$ cat config.mk
export PLATFORM = sky130hd
export DESIGN_NAME = key_action_scheduler
export DESIGN_NICKNAME = d
export VERILOG_FILES = /design/src/rtl/tetris_pkg.sv /design/src/rtl/key_repeat_timer.sv /design/src/rtl/key_action_scheduler.sv
export SDC_FILE = /design/constraint.sdc
export NUM_CORES = 1
export LEC_CHECK = 0
export CAP_MARGIN = 0
export CELL_PAD_IN_SITES_DETAIL_PLACEMENT = 1
export CELL_PAD_IN_SITES_GLOBAL_PLACEMENT = 1
export CORE_MARGIN = 3
export CORE_UTILIZATION = 31
export CTS_CLUSTER_DIAMETER = 40
export DETAILED_ROUTE_END_ITERATION = 8
export MAX_ROUTING_LAYER = met4
export PLACE_DENSITY_LB_ADDON = 0.1
export SLEW_MARGIN = 20
export SYNTH_ARGS = -nofsm -noshare
export SYNTH_HDL_FRONTEND = slang
export SYNTH_HIERARCHICAL = 1
export SYNTH_SLANG_ARGS = --single-unit
$ cat constraint.sdc
create_clock -name clk -period 2.5 [get_ports clk]
set_input_delay 0.75 -clock clk [delete_from_list [all_inputs] [get_ports clk]]
set_output_delay 0.75 -clock clk [all_outputs]
set_load 0.02 [all_outputs]
$ cat src/rtl/tetris_pkg.sv
// tetris_pkg: key codes, action codes and repeat-FSM states shared by the key scheduler
package tetris_pkg;
   localparam logic [2:0] KEY_NONE  = 3'd0;
   localparam logic [2:0] KEY_ESC   = 3'd1;
   localparam logic [2:0] KEY_SPACE = 3'd2;
   localparam logic [2:0] KEY_UP    = 3'd3;
   localparam logic [2:0] KEY_DOWN  = 3'd4;
   localparam logic [2:0] KEY_LEFT  = 3'd5;
   localparam logic [2:0] KEY_RIGHT = 3'd6;
   localparam logic [2:0] KEY_OTHER = 3'd7;
   localparam logic [2:0] ACT_NONE      = 3'd0;
   localparam logic [2:0] ACT_PAUSE     = 3'd1;
   localparam logic [2:0] ACT_HARD_DROP = 3'd2;
   localparam logic [2:0] ACT_ROTATE    = 3'd3;
   localparam logic [2:0] ACT_SOFT_DROP = 3'd4;
   localparam logic [2:0] ACT_LEFT      = 3'd5;
   localparam logic [2:0] ACT_RIGHT     = 3'd6;
   localparam logic [2:0] ACT_GRAVITY   = 3'd7;
   typedef enum logic [1:0] {ST_IDLE, ST_DAS, ST_REPEAT} rep_state_e;
   function automatic logic is_repeatable(input logic [2:0] k);
      return k >= KEY_DOWN && k <= KEY_RIGHT;
   endfunction
endpackage

$ cat src/rtl/key_repeat_timer.sv
// key_repeat_timer: DAS/ARR auto-repeat FSM for held down/left/right keys
//   clk, rst     : clock, async active-high reset
//   enable       : game running; 0 holds the FSM in IDLE
//   key_chg      : key differs from its registered previous value
//   key          : current key code
//   rep_evt      : one-cycle auto-repeat request for the held key
module key_repeat_timer
   import tetris_pkg::*;
#(
   parameter int unsigned DAS_DELAY  = 10_000_000,
   parameter int unsigned ARR_PERIOD = 3_000_000
) (
   input  logic       clk,
   input  logic       rst,
   input  logic       enable,
   input  logic       key_chg,
   input  logic [2:0] key,
   output logic       rep_evt
);
   localparam logic [31:0] DAS_TERM = 32'(DAS_DELAY - 1);
   localparam logic [31:0] ARR_TERM = 32'(ARR_PERIOD - 1);
   rep_state_e  state_q, state_d;
   logic [31:0] cnt_q, cnt_d;
   logic        at_term;
   always_comb begin
      state_d = state_q;
      cnt_d   = 32'd0;
      rep_evt = 1'b0;
      at_term = cnt_q == (state_q == ST_DAS ? DAS_TERM : ARR_TERM);
      if (!enable) state_d = ST_IDLE;
      else if (key_chg) state_d = is_repeatable(key) ? ST_DAS : ST_IDLE;
      else if (state_q != ST_IDLE) begin
         // the counter stops at its terminal value and reloads to 0 there, so it never wraps
         rep_evt = at_term;
         state_d = at_term ? ST_REPEAT : state_q;
         cnt_d   = at_term ? 32'd0 : cnt_q + 32'd1;
      end
   end
   always_ff @(posedge clk or posedge rst) begin
      if (rst) begin
         state_q <= ST_IDLE;
         cnt_q   <= 32'd0;
      end else begin
         state_q <= state_d;
         cnt_q   <= cnt_d;
      end
   end
endmodule

$ cat src/rtl/key_action_scheduler.sv
// key_action_scheduler: turns key presses, auto-repeats and gravity ticks into a valid/ready action stream
//   clk, rst      : clock, async active-high reset
//   key           : decoded key code (synchronous to clk)
//   gravity_tick  : single-cycle gravity request
//   enable        : game running; 0 = paused
//   action_ready  : consumer accepts the presented action
//   action_valid  : an action is presented
//   action        : action code
module key_action_scheduler
   import tetris_pkg::*;
#(
   parameter int unsigned DAS_DELAY  = 10_000_000,
   parameter int unsigned ARR_PERIOD = 3_000_000
) (
   input  logic       clk,
   input  logic       rst,
   input  logic [2:0] key,
   input  logic       gravity_tick,
   input  logic       enable,
   input  logic       action_ready,
   output logic       action_valid,
   output logic [2:0] action
);
   logic [2:0] key_q, key_d, pend_code_q, pend_code_d, action_q, action_d;
   logic       pend_v_q, pend_v_d, grav_pend_q, grav_pend_d, action_valid_q, action_valid_d;
   logic       key_chg, key_evt, rep_evt, new_evt, key_avail, load, sel_key, sel_grav;
   key_repeat_timer #(.DAS_DELAY(DAS_DELAY), .ARR_PERIOD(ARR_PERIOD)) u_timer (
      .clk(clk), .rst(rst), .enable(enable), .key_chg(key_chg), .key(key), .rep_evt(rep_evt)
   );
   always_comb begin
      key_d     = key;
      key_chg   = key != key_q;
      key_evt   = key_chg && key != KEY_NONE && key != KEY_OTHER && (enable || key == KEY_ESC);
      new_evt   = key_evt || rep_evt;
      // while paused only a pending PAUSE may leave the key slot
      key_avail = pend_v_q && (enable || pend_code_q == ACT_PAUSE);
      load      = !action_valid_q || action_ready;
      // one key slot holds at most one code, so PAUSE/HARD_DROP/other priority reduces to key-before-gravity
      sel_key   = load && key_avail;
      sel_grav  = load && !key_avail && grav_pend_q;
      // key codes map one-to-one onto action codes; a repeat re-issues the held key
      pend_code_d    = key_evt ? key : rep_evt ? key_q : pend_code_q;
      pend_v_d       = (new_evt || (pend_v_q && !sel_key)) && (enable || pend_code_d == ACT_PAUSE);
      grav_pend_d    = (gravity_tick && enable) || (grav_pend_q && !sel_grav);
      action_valid_d = load ? sel_key || sel_grav : action_valid_q;
      action_d       = !load ? action_q : sel_key ? pend_code_q : sel_grav ? ACT_GRAVITY : ACT_NONE;
   end
   always_ff @(posedge clk or posedge rst) begin
      if (rst) begin
         key_q          <= KEY_NONE;
         pend_v_q       <= 1'b0;
         pend_code_q    <= ACT_NONE;
         grav_pend_q    <= 1'b0;
         action_valid_q <= 1'b0;
         action_q       <= ACT_NONE;
      end else begin
         key_q          <= key_d;
         pend_v_q       <= pend_v_d;
         pend_code_q    <= pend_code_d;
         grav_pend_q    <= grav_pend_d;
         action_valid_q <= action_valid_d;
         action_q       <= action_d;
      end
   end
   assign action_valid = action_valid_q;
   assign action       = action_q;
endmodule

==> run metrics, run 1 <==
outcome=finished, final reports clean; first-pass GRT wire length=10620 um; WHS Path Cells=2; Die X=96.76 um; DR DRC count=0; total number of vias=1911; Slowest cell on crit path=clkdlybuf4s50_1; R2R cell count=7; Wirelength per Cell=16.18 um; Clock power frac=31.0%; Syn Inst Count=246; Gate power share=13.8%; Power Internal=1072 uW; Post-synth EDFFs=0; postcts setup bufs=0; Cell Area, Synth=2554 um^2; P_leak=0.001199 uW; Switching Fraction=26.39%; drt total wl=6214 um; vias per cell=4.977; CTS tree=done; initial core utilization=32.54%; final hold violations=0; Synthesis Warnings=6; Final min period=2.417 ns; largest net degree at the start of global routing=35; top-area cell type share of the netlist area=45.08%; PwrDens=484.4 nW/um^2; register area share after synthesis=45.08%; Hold Crit Class=flop to flop; fmax=0.4137 GHz; clk slew on worst S/H paths=0.09 ns; vias in the first global route=1985; # diodes=0; Main synth FF type=dfrtp_1; First DRT Iteration DRCs=56; Setup WS pre-CTS=-0.3653 ns; Post-synth ARST share=100.0%; Slew @ Worst Pin=0.5298 ns; Max FO, Critical Path=4; Synth Register Bits=46; Max-slew headroom=64.64%; Slew Viols, Final=0; RSZ-0062 raised after global routing=false; WS Path Type=input port to flop; placed wire-length estimate=4516 um; Area Growth Syn to Fin=17.79%; Bufs on Longest Clock Path=2; Mapped Nets=255; smallest setup slack after layout=0.08269 ns; site row count=32; root buffer cell=clkbuf_8; CTS Hold Buffers Added=0; Synth cell types=52; area leader, netlist=dfrtp_1; GRT overflow=0; Peak VDD IR=0.2018 mV; antenna viol nets, final=0; H-tree depth=2; max-cap violations=0; fillers=916; final setup violation count=0; dominant cells by area after synthesis=dfrtp_1 45%, xnor2_1 9.3%, nor2_1 5.1%; worst hold slack=0.5443 ns; Syn Area/Cell=10.38 um^2; worst skew pair latency=0.30 ns; die footprint=9363 um^2; sw power=384.5 uW; share of cells above drive strength 1=23.40%; core box area=7848 um^2; crit-path max cell delay=0.49 ns; Die Ht=96.76 um; Arr. time, crit path=2.61 ns; Total GRT Usage=14.40%; DR pass1 iterations=6; I/O pins=12; Port Buffers=11; Nets=291; crit-path cells=clkdlybuf4s50_1 > xnor2_1 > nand3_2 > nor2b_4 > o21a_1 > and2_2 > mux2_2 > mux2_1; TritonCTS sink count=46; GPL Wtd Cong=0.7097; CP Capture Type=flop; initial antenna violation count=0; crit start category=input port; Num CTS Buffers=5; sequential power share=55.2%; Critical Path RT=2.69 ns; period utilization=96.69%; Clock Skews=0.008652 ns
synth_stat cells, drive strengths merged (2+ instances only):
cell,n
and4,2
mux2i,4
and3,6
or3,2
buf,7
a21oi,5
nand4,6
nand2,15
nor3,7
inv,8
xnor2,27
nor4,14
clkbuf,3
a31oi,2
o21ai,5
nand3,12
nor2,39
nor4b,3
and2,2
nor2b,2
mux2,6
xor2,6
nor3b,4
dfrtp,46
cells in the final DEF, fill, tap and decap left out, types with 2 or more instances in the layout:
cell / count
mux2_2: 5
nand3_2: 3
buf_4: 28
o21ai_0: 3
nor2_1: 35
o21ai_1: 2
clkbuf_1: 2
nor2_2: 4
and3_1: 5
xor2_1: 6
xnor2_1: 27
nor3b_1: 3
inv_1: 8
mux2i_1: 4
and4_1: 2
a31oi_1: 2
nor4_2: 3
nor3_2: 2
a21oi_1: 5
nor4_4: 3
nor4b_1: 3
dfrtp_1: 46
nor3_1: 5
clkbuf_8: 5
nor4_1: 8
clkdlybuf4s50_1: 11
nand2_1: 15
nand3_1: 9
nand4_1: 5
per-stage QoR:
| stage | TNS [ns] | util (%) | cells | instance area, um^2 | total power (uW) |
|---|---|---|---|---|---|
| 2_1_floorplan | 0 | - | 246 | 2554 | 928.9 |
| 5_1_grt | 0 | 38.33 | 384 | 3008 | 1550 |
| 3_3_place_gp | -1.043 | 37.15 | 377 | 2915 | 1021 |
| 4_1_cts | 0 | 38.25 | 384 | 3002 | 1485 |
| 6_report | 0 | 38.33 | 384 | 3008 | 1457 |
| 3_5_place_dp | -1.272 | 37.15 | 377 | 2915 | 1023 |
cell families after synthesis:
logic type,share of synthesized area (%)
AOI/OAI and AO/OA,4.949
xor gates and xnor gates,11.32
buffers and inverters,5.683
and+or+nand+nor,28.27
adders and majority gates,0.4899
DFF,45.08
muxes,4.213
critical path, delay by kind of cell:
kind	cells	cell delay (ns)
multiplexers	2	0.62
AO/OA/AOI/OAI	1	0.14
AND/OR/NAND/NOR	3	0.46
XOR/XNOR	1	0.14
buffers and inverters	1	0.49
area by class of cell:
| type | instances | area [um^2] | area share [%] |
|---|---|---|---|
| tap | 102 | 127.6 | 4.243 |
| timing repair buffer | 40 | 340.3 | 11.31 |
| sequential | 46 | 1151 | 38.27 |
| inverter | 8 | 30.03 | 0.9983 |
| multi-input combinational | 181 | 1282 | 42.64 |
| clock buffer | 7 | 76.32 | 2.537 |
layer usage:
layer | GRT usage [%] | vias up | wire, um
li1 | - | 918 | -
met1 | 19.86 | 979 | 3178
met2 | 21.87 | 12 | 2937
met3 | 3.028 | 2 | 94
met4 | 3.240 | 0 | 3
met5 | - | - | 0
flip-flops by register name (all words and copies together), names as in the netlist:
name and cells:
u_timer/cnt_q 32, action 3, key_q 3, pend_code_q 3, u_timer/state_q 2, action_valid 1
grav_pend_q 1, pend_v_q 1
path summary, 6_finish.rpt:
check	start	to	slack [ns]
worst max register to register	u_timer/cnt_q[25]	pend_code_q[2]	0.16
worst min-delay path	action[2]	action[2]	0.54
max in group asynchronous	rst	u_timer/cnt_q[24]	1.29
min in group asynchronous	rst	pend_v_q	0.81
worst min register to register	action[2]	action[2]	0.54
worst max-delay path	key[0]	pend_code_q[2]	0.08
what timing repair did:
item | CTS | global route
setup endpoints to repair | 3 | 4
gates resized for setup | 3 | 2
pin swaps | 0 | 1
power by group through the flow:
stage               clock network, uW  logic, uW  registers [uW]
detailed placement                  0        204             819
floorplan                           0       93.6             835
global placement                    0        202             818
finish                            452        202             804
CTS                               475        205             804
global route                      519        220             812
(Power assumes the default switching activity.)
==> inputs of run 2 (changes only) <==
CAP_MARGIN = unset   (was 0)
==> results of run 2 <==
No change in the layout: final DEF, timing and power equal those of run 1.
